**config.mk**
```make
export PLATFORM = sky130hd
export DESIGN_NAME = dmem_access_unit
export DESIGN_NICKNAME = d
export VERILOG_FILES = /design/src/rtl/dmem_access_unit.sv
export SDC_FILE = /design/constraint.sdc
export NUM_CORES = 1
export LEC_CHECK = 0
export CAP_MARGIN = 20
export CORE_MARGIN = 5
export CORE_UTILIZATION = 47
export CTS_CLUSTER_SIZE = 10
export DETAILED_ROUTE_END_ITERATION = 10
export GPL_ROUTABILITY_DRIVEN = 0
export PLACE_DENSITY = 0.8
export SLEW_MARGIN = 20
export SYNTH_ARGS = -nofsm -noshare
export SYNTH_HDL_FRONTEND = slang
export SYNTH_SLANG_ARGS = --single-unit
```
**constraint.sdc**
```tcl
create_clock -name clk -period 2.3 [get_ports clk]
set_input_delay 0.23 -clock clk [delete_from_list [all_inputs] [get_ports clk]]
set_output_delay 0.23 -clock clk [all_outputs]
set_load 0.005 [all_outputs]
```
**src/rtl/dmem_access_unit.sv**
```systemverilog
// Load/store initiator between the memory stage and a word-addressed data memory.
// Sub-word stores are read-modify-write; loads are lane-selected and sign/zero-extended.
module dmem_access_unit #(
    parameter int ADDR_W = 7
) (
    input  logic              clk,
    input  logic              rst_n,
    input  logic              req_valid_i,
    output logic              req_ready_o,
    input  logic              req_write_i,
    input  logic [1:0]        req_size_i,
    input  logic              req_unsigned_i,
    input  logic [31:0]       req_addr_i,
    input  logic [31:0]       req_wdata_i,
    output logic              resp_valid_o,
    output logic              resp_err_o,
    output logic [31:0]       resp_rdata_o,
    output logic [ADDR_W-1:0] mem_addr_o,
    output logic              mem_read_o,
    output logic              mem_write_o,
    output logic [31:0]       mem_wdata_o,
    input  logic [31:0]       mem_rdata_i
);

    typedef enum logic [2:0] {
        ST_IDLE,
        ST_LOAD,
        ST_STORE,
        ST_RMW_RD,
        ST_RMW_WR,
        ST_RESP
    } state_t;

    state_t            state_q, state_d;
    logic [ADDR_W+1:0] addr_q, addr_d;
    logic [1:0]        size_q, size_d;
    logic              uns_q, uns_d;
    logic [31:0]       wdata_q, wdata_d;
    logic              err_q, err_d;
    logic [31:0]       merge_q, merge_d;
    logic [31:0]       rdata_q, rdata_d;

    logic              req_bad;
    logic [7:0]        ld_byte;
    logic [15:0]       ld_half;
    logic [31:0]       load_ext;
    logic [3:0]        lane_en;
    logic [31:0]       lane_data;
    logic [31:0]       merged;

    assign req_bad = (req_size_i == 2'b11)
                   || ((req_size_i == 2'b01) && req_addr_i[0])
                   || ((req_size_i == 2'b10) && (req_addr_i[1:0] != 2'b00))
                   || (|req_addr_i[31:ADDR_W+2]);

    // Lane select and extension of the word read during LOAD.
    always_comb begin
        ld_byte = mem_rdata_i[7:0];
        case (addr_q[1:0])
            2'd1:    ld_byte = mem_rdata_i[15:8];
            2'd2:    ld_byte = mem_rdata_i[23:16];
            2'd3:    ld_byte = mem_rdata_i[31:24];
            default: ld_byte = mem_rdata_i[7:0];
        endcase
        ld_half = addr_q[1] ? mem_rdata_i[31:16] : mem_rdata_i[15:0];
        case (size_q)
            2'b00:   load_ext = {{24{~uns_q & ld_byte[7]}}, ld_byte};
            2'b01:   load_ext = {{16{~uns_q & ld_half[15]}}, ld_half};
            default: load_ext = mem_rdata_i;
        endcase
    end

    always_comb begin
        if (size_q == 2'b00) begin
            lane_en   = 4'b0001 << addr_q[1:0];
            lane_data = {4{wdata_q[7:0]}};
        end else begin
            lane_en   = addr_q[1] ? 4'b1100 : 4'b0011;
            lane_data = {2{wdata_q[15:0]}};
        end
    end

    for (genvar gi = 0; gi < 4; gi++) begin : g_lane
        assign merged[8*gi +: 8] = lane_en[gi] ? lane_data[8*gi +: 8] : mem_rdata_i[8*gi +: 8];
    end

    always_comb begin
        state_d      = state_q;
        addr_d       = addr_q;
        size_d       = size_q;
        uns_d        = uns_q;
        wdata_d      = wdata_q;
        err_d        = err_q;
        merge_d      = merge_q;
        rdata_d      = rdata_q;
        req_ready_o  = 1'b0;
        resp_valid_o = 1'b0;
        resp_err_o   = 1'b0;
        mem_read_o   = 1'b0;
        mem_write_o  = 1'b0;
        mem_addr_o   = '0;
        mem_wdata_o  = '0;
        case (state_q)
            ST_IDLE: begin
                req_ready_o = 1'b1;
                if (req_valid_i) begin
                    addr_d  = req_addr_i[ADDR_W+1:0];
                    size_d  = req_size_i;
                    uns_d   = req_unsigned_i;
                    wdata_d = req_wdata_i;
                    err_d   = req_bad;
                    if (req_bad)
                        state_d = ST_RESP;
                    else if (!req_write_i)
                        state_d = ST_LOAD;
                    else if (req_size_i == 2'b10)
                        state_d = ST_STORE;
                    else
                        state_d = ST_RMW_RD;
                end
            end
            ST_LOAD: begin
                mem_read_o = 1'b1;
                mem_addr_o = addr_q[ADDR_W+1:2];
                rdata_d    = load_ext;
                state_d    = ST_RESP;
            end
            ST_STORE: begin
                mem_write_o = 1'b1;
                mem_addr_o  = addr_q[ADDR_W+1:2];
                mem_wdata_o = wdata_q;
                rdata_d     = '0;
                state_d     = ST_RESP;
            end
            ST_RMW_RD: begin
                mem_read_o = 1'b1;
                mem_addr_o = addr_q[ADDR_W+1:2];
                merge_d    = merged;
                state_d    = ST_RMW_WR;
            end
            ST_RMW_WR: begin
                mem_write_o = 1'b1;
                mem_addr_o  = addr_q[ADDR_W+1:2];
                mem_wdata_o = merge_q;
                rdata_d     = '0;
                state_d     = ST_RESP;
            end
            ST_RESP: begin
                resp_valid_o = 1'b1;
                resp_err_o   = err_q;
                state_d      = ST_IDLE;
            end
            default: state_d = ST_IDLE;
        endcase
    end

    assign resp_rdata_o = rdata_q;

    always_ff @(posedge clk or negedge rst_n) begin
        if (!rst_n) begin
            state_q <= ST_IDLE;
            addr_q  <= '0;
            size_q  <= '0;
            uns_q   <= 1'b0;
            wdata_q <= '0;
            err_q   <= 1'b0;
            merge_q <= '0;
            rdata_q <= '0;
        end else begin
            state_q <= state_d;
            addr_q  <= addr_d;
            size_q  <= size_d;
            uns_q   <= uns_d;
            wdata_q <= wdata_d;
            err_q   <= err_d;
            merge_q <= merge_d;
            rdata_q <= rdata_d;
        end
    end

endmodule

```
[After elaboration in Yosys (flattened, before gate mapping)]
Cells that the tools add are included.
Storage, ports and cells
  register bits after elaboration: 112
  output and inout bits: 76
  memories kept: 0
  input port bits: 103
  memory bits (writable): 0
  latch bits: 0
  word-level logic and storage cells: 63
  memory bits (read-only): 0
Operators by class
  $add $sub $neg: 0
  reduce and logical (&&, ||, !) cells: 15
  $lt $le $gt $ge: 0
  bitwise operators: 3
  shift-type cells: 1
  divide/modulo/power cells: 0
  multiplexer cells: 23
  equality and inequality tests: 13
  multipliers: 0
Operators by type and width (number)
  $pmux 32 s2: 3
  $mux 32: 1
  $mux 8: 4
  $pmux 8 s3: 1
  $reduce_or 23->1: 1
  $mux 16: 1
  $pmux 3 s3: 1
  $eq 2x2->1 const B: 4
  $mux 4: 2
  $mux 7: 1
  $eq 2x1->1 const B: 3
  $eq 3x2->1 const B: 2
  $eq 3x3->1 const B: 2
  $mux 1: 6
  $mux 3: 2
  $reduce_bool 2->1: 2
  $reduce_or 2->1: 2
  $reduce_or 4->1: 1
  $shl 1x2->4 const A: 1
  $eq 3x1->1 const B: 1
  $logic_not 3->1: 1
  $logic_or 1x1->1: 3
  $reduce_or 3->1: 1
  $and 1x1->1: 2
  other kinds (6): 7

[Depth between registers and ports, before layout]
  depth in word-level cells: 8
  mapped depth: 7
  gate-level depth less buffers: 4

[Worst setup path after synthesis]
OpenSTA, ideal clock, no wires.
  kind: register to register
  from: register state_q[2]
  to: register addr_q[2]
  setup slack: 0.575 ns
  stages on the path, launching flop included: 7
  setup time: 0.128 ns
  required time: 2.172 ns
  arrival: 1.597 ns
  path buffers: 3
  clock period less this slack: 1.725 ns
  path through: dfrtp_1 > clkbuf_1 > nor3_2 > and2_1 > buf_2 > buf_4 > mux2_1
Between the ends
  word-level cells in the longest chain between the ends: 2
RTL lines
  start, declared: line 34  | state_t state_q, state_d;
  start signal, assigned: line 170  | state_q <= state_d;
  $logic_not 3->1: line 103  | case (state_q)
  $reduce_and 2->1 (no line)
  end signal, assigned: line 171  | addr_q <= addr_d;
  end, declared: line 35  | logic [ADDR_W+1:0] addr_q, addr_d;
Every way passes these cells.
A chain may end at the register's enable or synchronous reset.

[Final worst setup path]
  from: register state_q[1]
  to: output mem_wdata_o[8]
Between the ends
  word-level cells in the longest chain between the ends: 2
  elaborated cells on any way between the ends: 3
  classes of those cells: eq/ne: 2; mux: 1
RTL lines
  $eq 3x3->1 / $eq 3x2->1 (equally long branches): line 103
  $pmux 32 s2 *: line 103
  end, declared: line 21  | output logic [31:0] mem_wdata_o,
Every way passes the cells marked *; elsewhere a longest branch is shown, timed or not.

==> flow_metrics.env <==
export IMPL_drtPass1Iterations=6
export IMPL_cpPeakStageDelay_ns=0.50
export IMPL_coreArea_um2=12060
export IMPL_rsz0062_at_grt="true"
export IMPL_hold_ws_ns=0.3128
export IMPL_yosysWarnings=0
export IMPL_drtIter0Drc=625
export IMPL_powerDensity_nw_per_um2=1200
export IMPL_dp_cells=835
export IMPL_pre_cts_slack_ns=-0.008099
export IMPL_critPathArrivalTime_ns=2.02
export IMPL_ant_nets=0
export IMPL_vias_per_cell=5.769
export IMPL_hold_path_class="input port to asynchronous set/reset pin"
export IMPL_via_count=4956
export IMPL_antenna_found_initial=0
export IMPL_start_util_pct=48.07
export IMPL_seq_area_frac_synth_pct=48.34
export IMPL_cpMostUsedCell="buf_6"
export IMPL_path_max_fanout=12
export IMPL_reg2reg_slack_ns=0.25
export IMPL_clk_pin_slew_worst_paths_ns=0.07
export IMPL_final_nets=790
export IMPL_worst_slew_pin_slew_ns=0.9741
export IMPL_fin_skew_ns=0.005745
export IMPL_row_count=40
export IMPL_ios=179
export IMPL_worstReg2RegStart="size_q[0]$_DFFE_PN0P_"
export IMPL_finalCritPeriodShare_pct=97.77
export IMPL_postSynthAreaPerCell_um2=11.37
export IMPL_drc=0
export IMPL_syn_nets=613
export IMPL_grt_max_degree=94
export IMPL_relSlewSlack_pct=35.06
export IMPL_fin_crit_ns=2.249
export IMPL_path_cells="buf_6, nor3b_4, buf_6, buf_12, a22o_1, clkdlybuf4s50_1"
export IMPL_worstSetupEndpointType="output pin"
export IMPL_maxCapViolations=0
export IMPL_layout_common_cells="clkdlybuf4s50_1 (152), dfrtp_1 (110), nand2_1 (45), a22o_1 (41), o21ai_1 (38)"
export IMPL_cts_root_buf="clkbuf_16"
export IMPL_synth_area_um2=5798
export IMPL_cpMaxStageDelayCell="clkdlybuf4s50_1"
export IMPL_mostFrequentLayoutCell="clkdlybuf4s50_1"
export IMPL_dieHeight_um=121.1
export IMPL_wl_per_cell_um=21.36
export IMPL_portBuffers=178
export IMPL_hold_viol=0
export IMPL_clock_latency_ns=0.34
export IMPL_drt_wl_total_um=18350
export IMPL_grt_pass1_wl_um=28060
export IMPL_die_width_um=121.1
export IMPL_synth_seq_cells=112
export IMPL_cp_start_kind="flip-flop"
export IMPL_crit_type="flip-flop to output pin"
export IMPL_dp_hpwl_um=13130
export IMPL_clk_path_buf_depth=2
export IMPL_r2r_end="resp_rdata_o[19]$_DFFE_PN0N_"
export IMPL_numCtsBuffers=9
export IMPL_fmax_mhz=444.7
export IMPL_critPathRequiredTime_ns=2.07
export IMPL_drive_gt1_share_pct=13.31
export IMPL_htreeDepth=3
export IMPL_synth_largest_area_cell="dfrtp_1"
export IMPL_antennaDiodeCount=0
export IMPL_track_usage_pct=24.71
export IMPL_worst_r2r_cell_count=4
export IMPL_layout_setup_ws_ns=0.05130
export IMPL_setup_viol=0
export IMPL_synthDistinctLibCells=44
export IMPL_status="finished, final reports clean"
export IMPL_syn_inst=510
export IMPL_die_area_um2=14660
export IMPL_layout_cells_non_filler=859
export IMPL_first_global_vias=5160
export IMPL_peakVddDrop_mv=0.5882
export IMPL_synthTopCellsByArea="dfrtp_1 (48%), mux2_1 (7.0%), a22o_1 (6.2%)"
export IMPL_cts_tree="built"
export IMPL_synth_top_cell_area_share_pct=48.34
export IMPL_leakage_nw=3.872
export IMPL_area_growth_synth_to_final_pct=43.07
export IMPL_slew_violations=0
export IMPL_grt_overflow=0
export IMPL_cts_sinks=112
-- cell usage after synthesis (all sizes together) --
master / n
nand2: 46
and3: 2
a2111oi: 1
nor4: 5
nand2b: 2
a221o: 23
inv: 18
nor2: 11
o21bai: 1
nor2b: 3
and2b: 1
clkbuf: 16
o211ai: 2
and2: 9
buf: 24
nand4: 1
dfrtp: 112
a22o: 41
mux4: 7
nor3b: 2
xor2: 1
nor3: 4
nand3b: 1
mux2i: 33
a22oi: 1
a221oi: 1
mux2: 60
o21ai: 54
o22ai: 8
a21oi: 18
or2: 2
-- repair_timing --
action / CTS / global route
resized for setup: 12 / 29
buffers inserted: 2 / 6
hold buffers: 1 / 0
endpoints found under the setup margin: 39 / 33
gates cloned: 1 / 1
hold endpoints to repair: 19 / 0
pin swaps: 0 / 1
-- area by class of cell --
cell class / instances / area [um2]
multi-input combinational: 340 / 2768
clock buffer: 12 / 256.5
inverter: 18 / 67.56
timing repair buffer: 206 / 2123
clock inverter: 3 / 65.06
fill: 873 / 3766
sequential: 112 / 2805
tap: 168 / 210.2
-- registers in the layout, indices dropped and copies added, names as in the netlist --
register,flops
state_q,3
merge_q,32
wdata_q,32
addr_q,9
uns_q,1
err_q,1
resp_rdata_o,32
size_q,2
-- cell families (layout without fill, tap and decap cells) --
logic type / after synthesis / count (layout) / share of synthesized area (%)
buffers and inverters: 58 / 239 / 4.683
AOI/OAI and AO/OA: 150 / 150 / 19.27
xor gates and xnor gates: 1 / 1 / 0.1511
DFF: 112 / 112 / 48.34
muxes: 100 / 100 / 20.20
and+or+nand+nor: 89 / 89 / 7.359
-- routing by layer --
metal  global-route usage (%)  up-vias  routed length [um]
met1                    33.06     2429                7456
met3                    5.501       23                1678
met2                    40.12      270                8855
met4                    7.720        0                 359
met5                        0        -                   0
li1                         -     2234                   -
-- worst max-delay path by stage --
| stage | from | end | slack (ns) | depth (start not counted) |
|---|---|---|---|---|
| 6_report | state_q[1]$_DFFE_PN0P_ | mem_wdata_o[8] | 0.05 | 6 |
| 3_5_place_dp | mem_rdata_i[15] | resp_rdata_o[27]$_DFFE_PN0N_ | -0.008 | 5 |
| 2_1_floorplan | state_q[2]$_DFFE_PN0P_ | addr_q[2]$_DFFE_PN0P_ | 0.58 | 6 |
| 4_1_cts | state_q[1]$_DFFE_PN0P_ | mem_wdata_o[31] | -0.005 | 6 |
| 5_1_grt | state_q[1]$_DFFE_PN0P_ | mem_wdata_o[4] | -0.01 | 6 |
| 3_3_place_gp | mem_rdata_i[15] | resp_rdata_o[29]$_DFFE_PN0N_ | 0.11 | 5 |
-- per-stage QoR --
step           cell area (um2)  TNS (ns)  power, mW  utilization [%]
2_1_floorplan             5798         0      6.015                -
3_3_place_gp              7806         0      8.072            64.72
3_5_place_dp              7806  -0.02586      8.223            64.72
4_1_cts                   8185  -0.01895      10.04            67.86
5_1_grt                   8295  -0.02128      10.52            68.78
6_report                  8295         0      9.957            68.78
-- where the power goes --
group / switching, mW / internal [mW] / total (mW) / leakage [nW]
sequential: 0.525 / 2.58 / 3.11 / 1.27
combinational: 2.32 / 2.85 / 5.17 / 2.44
clock: 0.674 / 1.01 / 1.68 / 0.159
-- critical path, delay by kind of cell, from the launching register on --
kind,cells,cell delay (ns)
AO/OA/AOI/OAI,1,0.15
AND/OR/NAND/NOR,1,0.21
flip-flops,1,0.41
buffers and inverters,4,0.91
No activity file was read; power rests on OpenSTA's default activity.
